===== src/rtl/bp_cfg_commit_ctrl.sv =====
// Per-core shadow/active configuration with a freeze-drain-apply commit sequence.
// Optional drain timeout and ABORT path: define BP_CFG_COMMIT_TIMEOUT_EN.
module bp_cfg_commit_ctrl #(
   parameter int num_ch_p      = 4,
   parameter int lg_max_cfgs_p = 3,
   parameter int num_cfgs_p    = 3,
   parameter int did_width_p   = 19,
   parameter int cord_width_p  = 8,
   parameter int timeout_p     = 1023
) (
   input  logic                                clk_i,
   input  logic                                reset_n_i,
   input  logic                                w_v_i,
   output logic                                w_ready_o,
   input  logic [$clog2(num_ch_p)-1:0]         w_ch_i,
   input  logic [1:0]                          w_field_i,
   input  logic [31:0]                         w_data_i,
   input  logic [$clog2(num_ch_p)-1:0]         r_ch_i,
   input  logic [1:0]                          r_field_i,
   output logic [31:0]                         r_data_o,
   input  logic [num_ch_p-1:0]                 idle_i,
   output logic [num_ch_p-1:0]                 freeze_o,
   output logic [num_ch_p*lg_max_cfgs_p-1:0]   cfg_idx_o,
   output logic [num_ch_p*did_width_p-1:0]     did_o,
   output logic [num_ch_p*cord_width_p-1:0]    cord_o,
   output logic                                busy_o,
   output logic                                commit_done_o,
   output logic                                timeout_o,
   output logic                                err_o,
   output logic [2:0]                          dbg_state_o
);

   typedef enum logic [2:0] {
      S_IDLE   = 3'd0,
      S_FREEZE = 3'd1,
      S_DRAIN  = 3'd2,
      S_APPLY  = 3'd3
`ifdef BP_CFG_COMMIT_TIMEOUT_EN
      , S_ABORT = 3'd4
`endif
   } state_e;

   typedef struct packed {
      logic [lg_max_cfgs_p-1:0] idx;
      logic [did_width_p-1:0]   did;
      logic [cord_width_p-1:0]  cord;
   } cfg_t;

   function automatic cfg_t reset_cfg(input int ch);
      reset_cfg      = '0;
      reset_cfg.cord = cord_width_p'(ch);
   endfunction

   state_e              state_q, state_d;
   cfg_t                shadow_q [num_ch_p];
   cfg_t                shadow_d [num_ch_p];
   cfg_t                active_q [num_ch_p];
   cfg_t                active_d [num_ch_p];
   logic [num_ch_p-1:0] dirty_q, dirty_d;
   // freeze_q doubles as the commit mask: it is only written in FREEZE and on exit.
   logic [num_ch_p-1:0] freeze_q, freeze_d;
   logic                done_q, done_d;
   logic                err_q, err_d;
   logic                wr_acc;
`ifdef BP_CFG_COMMIT_TIMEOUT_EN
   localparam int cnt_w_lp = $clog2(timeout_p + 1);
   logic [cnt_w_lp-1:0] cnt_q, cnt_d;
   logic                timeout_q, timeout_d;
`endif

   // Handshake: a write transfers on any cycle where w_v_i && w_ready_o; the
   // writer must hold w_ch_i/w_field_i/w_data_i stable until then.
   assign wr_acc = w_v_i && (state_q == S_IDLE);

   always_comb begin
      state_d  = state_q;
      shadow_d = shadow_q;
      active_d = active_q;
      dirty_d  = dirty_q;
      freeze_d = freeze_q;
      done_d   = 1'b0;
      err_d    = err_q;
`ifdef BP_CFG_COMMIT_TIMEOUT_EN
      cnt_d     = cnt_q;
      timeout_d = timeout_q;
`endif
      case (state_q)
         S_IDLE: begin
            if (wr_acc) begin
               if (w_field_i == 2'd3) begin
                  if (w_data_i[31]) begin
                     err_d = 1'b0;
`ifdef BP_CFG_COMMIT_TIMEOUT_EN
                     timeout_d = 1'b0;
`endif
                  end else if (|dirty_q) begin
                     state_d = S_FREEZE;
                  end else begin
                     done_d = 1'b1;
                  end
               end else if ((w_field_i == 2'd0) && (w_data_i >= 32'(num_cfgs_p))) begin
                  err_d = 1'b1;
               end else begin
                  dirty_d[w_ch_i] = 1'b1;
                  case (w_field_i)
                     2'd0:    shadow_d[w_ch_i].idx  = w_data_i[lg_max_cfgs_p-1:0];
                     2'd1:    shadow_d[w_ch_i].did  = w_data_i[did_width_p-1:0];
                     default: shadow_d[w_ch_i].cord = w_data_i[cord_width_p-1:0];
                  endcase
               end
            end
         end
         S_FREEZE: begin
            freeze_d = dirty_q;
`ifdef BP_CFG_COMMIT_TIMEOUT_EN
            cnt_d = '0;
`endif
            state_d = S_DRAIN;
         end
         S_DRAIN: begin
            // Drain wins over a timeout landing in the same cycle.
            if (&(idle_i | ~freeze_q)) begin
               state_d = S_APPLY;
`ifdef BP_CFG_COMMIT_TIMEOUT_EN
            end else if (cnt_q == cnt_w_lp'(timeout_p)) begin
               state_d = S_ABORT;
            end else begin
               cnt_d = cnt_q + 1'b1;
`endif
            end
         end
         S_APPLY: begin
            for (int i = 0; i < num_ch_p; i++) begin
               if (freeze_q[i]) begin
                  active_d[i] = shadow_q[i];
                  dirty_d[i]  = 1'b0;
               end
            end
            freeze_d = '0;
            done_d   = 1'b1;
            state_d  = S_IDLE;
         end
`ifdef BP_CFG_COMMIT_TIMEOUT_EN
         S_ABORT: begin
            timeout_d = 1'b1;
            freeze_d  = '0;
            done_d    = 1'b1;
            state_d   = S_IDLE;
         end
`endif
         default: state_d = S_IDLE;
      endcase
   end

   always_ff @(posedge clk_i or negedge reset_n_i) begin
      if (!reset_n_i) begin
         state_q  <= S_IDLE;
         dirty_q  <= '0;
         freeze_q <= '0;
         done_q   <= 1'b0;
         err_q    <= 1'b0;
         for (int i = 0; i < num_ch_p; i++) begin
            shadow_q[i] <= reset_cfg(i);
            active_q[i] <= reset_cfg(i);
         end
`ifdef BP_CFG_COMMIT_TIMEOUT_EN
         cnt_q     <= '0;
         timeout_q <= 1'b0;
`endif
      end else begin
         state_q  <= state_d;
         dirty_q  <= dirty_d;
         freeze_q <= freeze_d;
         done_q   <= done_d;
         err_q    <= err_d;
         shadow_q <= shadow_d;
         active_q <= active_d;
`ifdef BP_CFG_COMMIT_TIMEOUT_EN
         cnt_q     <= cnt_d;
         timeout_q <= timeout_d;
`endif
      end
   end

   always_comb begin
      cfg_idx_o = '0;
      did_o     = '0;
      cord_o    = '0;
      for (int i = 0; i < num_ch_p; i++) begin
         cfg_idx_o[i*lg_max_cfgs_p +: lg_max_cfgs_p] = active_q[i].idx;
         did_o[i*did_width_p +: did_width_p]          = active_q[i].did;
         cord_o[i*cord_width_p +: cord_width_p]       = active_q[i].cord;
      end
   end

   always_comb begin
      r_data_o = '0;
      case (r_field_i)
         2'd0:    r_data_o = 32'(active_q[r_ch_i].idx);
         2'd1:    r_data_o = 32'(active_q[r_ch_i].did);
         2'd2:    r_data_o = 32'(active_q[r_ch_i].cord);
         default: r_data_o = {30'd0, dirty_q[r_ch_i], err_q};
      endcase
   end

   assign w_ready_o     = (state_q == S_IDLE);
   assign busy_o        = (state_q != S_IDLE);
   assign freeze_o      = freeze_q;
   assign commit_done_o = done_q;
   assign err_o         = err_q;
   assign dbg_state_o   = state_q;
`ifdef BP_CFG_COMMIT_TIMEOUT_EN
   assign timeout_o = timeout_q;
`else
   assign timeout_o = 1'b0;
`endif

endmodule


===== config.mk =====
export PLATFORM = sky130hd
export DESIGN_NAME = bp_cfg_commit_ctrl
export DESIGN_NICKNAME = d
export VERILOG_FILES = /design/src/rtl/bp_cfg_commit_ctrl.sv
export SDC_FILE = /design/constraint.sdc
export NUM_CORES = 1
export LEC_CHECK = 0
export ABC_AREA = 1
export CAP_MARGIN = 25
export CORE_MARGIN = 4
export CORE_UTILIZATION = 47
export DETAILED_ROUTE_END_ITERATION = 6
export GPL_TIMING_DRIVEN = 0
export PLACE_DENSITY = 0.75
export SLEW_MARGIN = 20
export SYNTH_ARGS = -nofsm -noshare
export SYNTH_HDL_FRONTEND = slang
export SYNTH_SLANG_ARGS = --single-unit

===== constraint.sdc =====
create_clock -name clk_i -period 1.8 [get_ports clk_i]
set_clock_uncertainty 0.2 [all_clocks]
set_input_delay 0.27 -clock clk_i [delete_from_list [all_inputs] [get_ports clk_i]]
set_output_delay 0.27 -clock clk_i [all_outputs]
set_load 0.02 [all_outputs]

After elaboration in Yosys (flattened, before gate mapping) --
Index checks and enable logic that the tools add are counted.
Storage, ports and cells: register bits after elaboration 253
Operators by class: $lt $le $gt $ge 7, eq/ne operators 19, multiplexer cells 41, bitwise gates (word level) 7, reduce and logical (&&, ||, !) cells 24
Operators with widths (count):
- bitwise mux 120 bit | 3
- case mux 120 bit (2 select lines) | 1
- demux 30 bit (select 2 bit) | 3
- two-way mux 30 bit | 3
- binary-select mux 30 bit (select 2 bit) | 1
- case mux 19 bit (3 select lines) | 1
- greater-or-equal comparator 32 x 2 -> 1 bit (second input constant) | 1
- two-way mux 27 bit | 1
- AND reduction 5 bit | 5
- inequality test 2 bit (second input constant) | 9
- case mux 4 bit (2 select lines) | 2
- two-way mux 3 bit | 5
- two-way mux 1 bit | 13
- two-way mux 4 bit | 3
- AND reduction 4 bit | 3
- case mux 3 bit (3 select lines) | 1
- two-way mux 8 bit | 1
- bitwise OR 4 bit | 2
- AND reduction 2 bit | 4
- equality test 3 x 2 -> 1 bit (second input constant) | 2
- greater-or-equal comparator 3 bit (second input constant) | 2
- < comparator 2 x 3 -> 1 bit (second input constant) | 2
- inequality test 2 x 1 -> 1 bit (second input constant) | 3
- inverter 2 -> 3 bit | 2
- other kinds (16) | 25

Longest topological paths before layout --
word-level depth 9, mapped depth 11

Worst setup path before layout --
No wires, ideal clock.
path kind register to register, from register state_q[0], in the netlist dbg_state_o[0], to register with a tool-made name, arrival 1.873 ns, data required time 1.481 ns, slack -0.392 ns, stages on the path, launching flop included 11, buffers on the path 3, clock period less this slack 2.192 ns, cell sequence dfrtp_1 inv_1 ha_1 buf_2 nand2_2 nor3_4 nand2_2 buf_6 buf_6 nor2_2 a21oi_2
RTL lines:
- start, declared | line 54 | state_e state_q, state_d;
- start signal, assigned | line 171 | state_q <= state_d;

Worst setup path after layout --
from register active_q, in the netlist cord_o[9], to output r_data_o[1]
Between the ends: longest elaborated chain between the ends 4
Ends and longest elaborated chain:
- start, declared | line 57 | cfg_t active_q [num_ch_p];
- start signal, assigned by index | line 164 | active_q[i] <= reset_cfg(i);
- start signal, assigned | line 177 | active_q <= active_d;
- binary-select mux 30 bit (select 2 bit) | line 201 | 2'd2: r_data_o = 32'(active_q[r_ch_i].cord);
- two-way mux 30 bit (implied by the code) (2 in a row) | line 201
- case mux 19 bit (3 select lines) | line 198 | case (r_field_i)
- end, declared | line 20 | output logic [31:0] r_data_o,
No other way between the ends. The select of a mux whose other input is x is not followed.

==> reports/metrics.csv <==
metric;value;unit
worst_pin_slew;0.737;ns
critical_path_arrival;1.84;ns
grt_max_degree;99;
final-hold-violation-count;157;
ioPinCount;211;
die_height;163;um
routed-via-count;12200;
ys_seq_elements;252;
fin_tns_setup;-50.80;ns
grt_pass1_vias;11200;
slowest_delay;0.42;ns
clk_pin_slew;0.07;ns
num_rows;56;
core_area;23500;um2
ys_warn_count;0;
path_max_fanout;3;
path_cells;o21ai_0 -> o22ai_1 -> nand2_1 -> nand4_1 -> buf_6;
numCtsBuffers;26;
syn_avg_cell_area;9.16;um2
track_usage;0.320;
overflow;0;
cts_buffer_depth;3;
ys_seq_area_frac;0.559;
outcome;complete, but fails checks;
setup_violations;301;
port_buffers;192;
die-area;26600;um2
die_w;163;um
syn_inst;1234;
relSlewSlack;0.507;
rsz0062_at_grt;true;
root_buffer;clkbuf_16;
ant_nets;0;
drive_above_1_share;0.449;
min_period;2.31;ns
post-place-ws;-1.59;ns
hp-class;input pin to asynchronous set/reset pin;
max_cap_viol_count;0;
hold_ws;-0.541;ns
syn-cell-area;11300;um2
viasPerCell;6.18;
start_kind;flop;
synthToLayoutAreaGrowth;65.5;%
ys_types;30;
clock-sinks;252;
period_share;1.28;
r2r_setup_slack;-0.40;ns
path_class;flop to output pin;
finalCoreUtilization;0.794;
drt_iter0_drc;1468;
crit_family;flip-flops;
antenna_found_initial;3;
nNetsFinal;1678;
fin_ws;-0.512;ns
crit_slowest_cell;dfrtp_1;
failed_checks;design-rule violations, negative hold slack, negative setup slack;
drt-total-wl;54100;um
h-tree-depth;1;
leakagePower;9.11;nW
insertion_delay;0.55;ns
cts_tree;done;
initial_core_util;0.480;
wire_per_inst;27.5;um
p_per_area;1640;nW/um2
crit_buf_inv;1;
grt_first_pass_wirelength;65200;um
ir_drop;1160;uV
maxClockFrequency;432;MHz
gp_congestion;0.889;
cp-end-kind;output pin;
dp_hpwl;25600;um
finalMaxSlewViolations;0;
first_pass_iters;7;
drc;9;
cp.required;1.33;ns
timing repair:
action                     4_1_cts  5_1_grt
setup buffers                   62       68
hold endpoints to repair       169       62
pin swaps                       52       40
setup endpoints to repair      385      299
gates cloned                    19       15
gates resized for setup        621      539
hold buffers                     2        5
area by class of cell:
type / count / area (um2)
Clock buffer: 36 / 749
Tap cell: 319 / 399
Multi-Input combinational cell: 795 / 5760
Antenna cell: 1 / 2.50
Buffer: 76 / 987
Timing Repair Buffer: 354 / 3740
Clock inverter: 12 / 239
Sequential cell: 252 / 6330
Inverter: 122 / 484
Fill cell: 1265 / 4850
layout by cell type (no fill, tap or decap), types with 21 or more instances in the layout:
cell,n
dfrtp_1,232
nor2_1,124
inv_1,111
dlygate4sd2_1,106
nand2_1,103
buf_4,92
o21ai_2,86
o21ai_1,73
a21oi_2,66
buf_6,55
nand2_2,52
nor2_4,47
clkbuf_16,42
buf_12,36
mux2_4,32
nand2_4,31
nor2_2,28
o21ai_0,27
clkdlybuf4s50_1,24
clkbuf_2,22
buf_8,21
cells by family after synthesis:
logic type | count (synthesis) | share of synthesized area
simple gates | 424 | 0.150
compound gates | 318 | 0.171
flops | 252 | 0.559
buf+inv | 202 | 0.0822
mux | 33 | 0.0329
fa+ha+maj | 4 | 0.00443
other cells | 1 | 0.000332
power breakdown:
group | switching (mW) | internal, mW | total [mW]
Combinational | 7.53 | 6.12 | 13.6
Sequential | 2.37 | 8.13 | 10.5
Clock | 2.52 | 3.92 | 6.44
Total | 12.4 | 18.2 | 30.6
metrics by stage:
step                      instances  cell area [um2]  power [mW]
final                          1967            18700        30.6
after global routing           1967            18700        31.4
after CTS                      1892            16700        26.2
after detailed placement       1761            13900        19.5
after global placement         1759            13800        19.2
after floorplan                1248            11500        14.8
layer usage:
layer / vias up / part of all wire / GRT usage
met3: 405 / 0.12 / 0.0719
met2: 1132 / 0.44 / 0.509
met1: 5848 / 0.34 / 0.406
li1: 4766 / - / -
met4: 4 / 0.099 / 0.184
met5: - / 0.00048 / 0
worst register-to-register path, delay by kind of cell (launching register included):
kind            cells  cell delay [ns]
simple gates        3             0.34
buf+inv             6             0.85
fa+ha+maj           1             0.14
compound gates      1             0.18
flops               1             0.42
cells in the mapped netlist (all sizes together):
library cell | count | area share
a211oi | 1 | 0.00066
a21oi | 97 | 0.068
a22o | 5 | 0.0039
buf | 47 | 0.031
clkbuf | 33 | 0.011
conb | 1 | 0.00033
dfrtp | 244 | 0.54
dfstp | 8 | 0.019
ha | 4 | 0.0044
inv | 122 | 0.041
mux2 | 33 | 0.033
nand2 | 199 | 0.068
nand3 | 18 | 0.0080
nand3b | 1 | 0.00066
nand4 | 4 | 0.0028
nor2 | 199 | 0.067
nor3 | 2 | 0.0029
o21ai | 189 | 0.084
o21bai | 7 | 0.0047
o22ai | 19 | 0.011
or2 | 1 | 0.00055
path summary, 6_finish.rpt:
| check | startpoint | to | cells past startpoint |
|---|---|---|---|
| hold / removal | reset_n_i | asynchronous set/reset pin | 1 |
| hold reg to reg | flop | flop | 2 |
| setup reg to reg | dbg_state_o[0] | flop | 11 |
| max in group asynchronous | reset_n_i | freeze_o[2] | 3 |
| setup / recovery | cord_o[9] | r_data_o[1] | 5 |
| min in group clk_i | w_data_i[7] | flop | 3 |
Power figures use the tool's default switching activity.
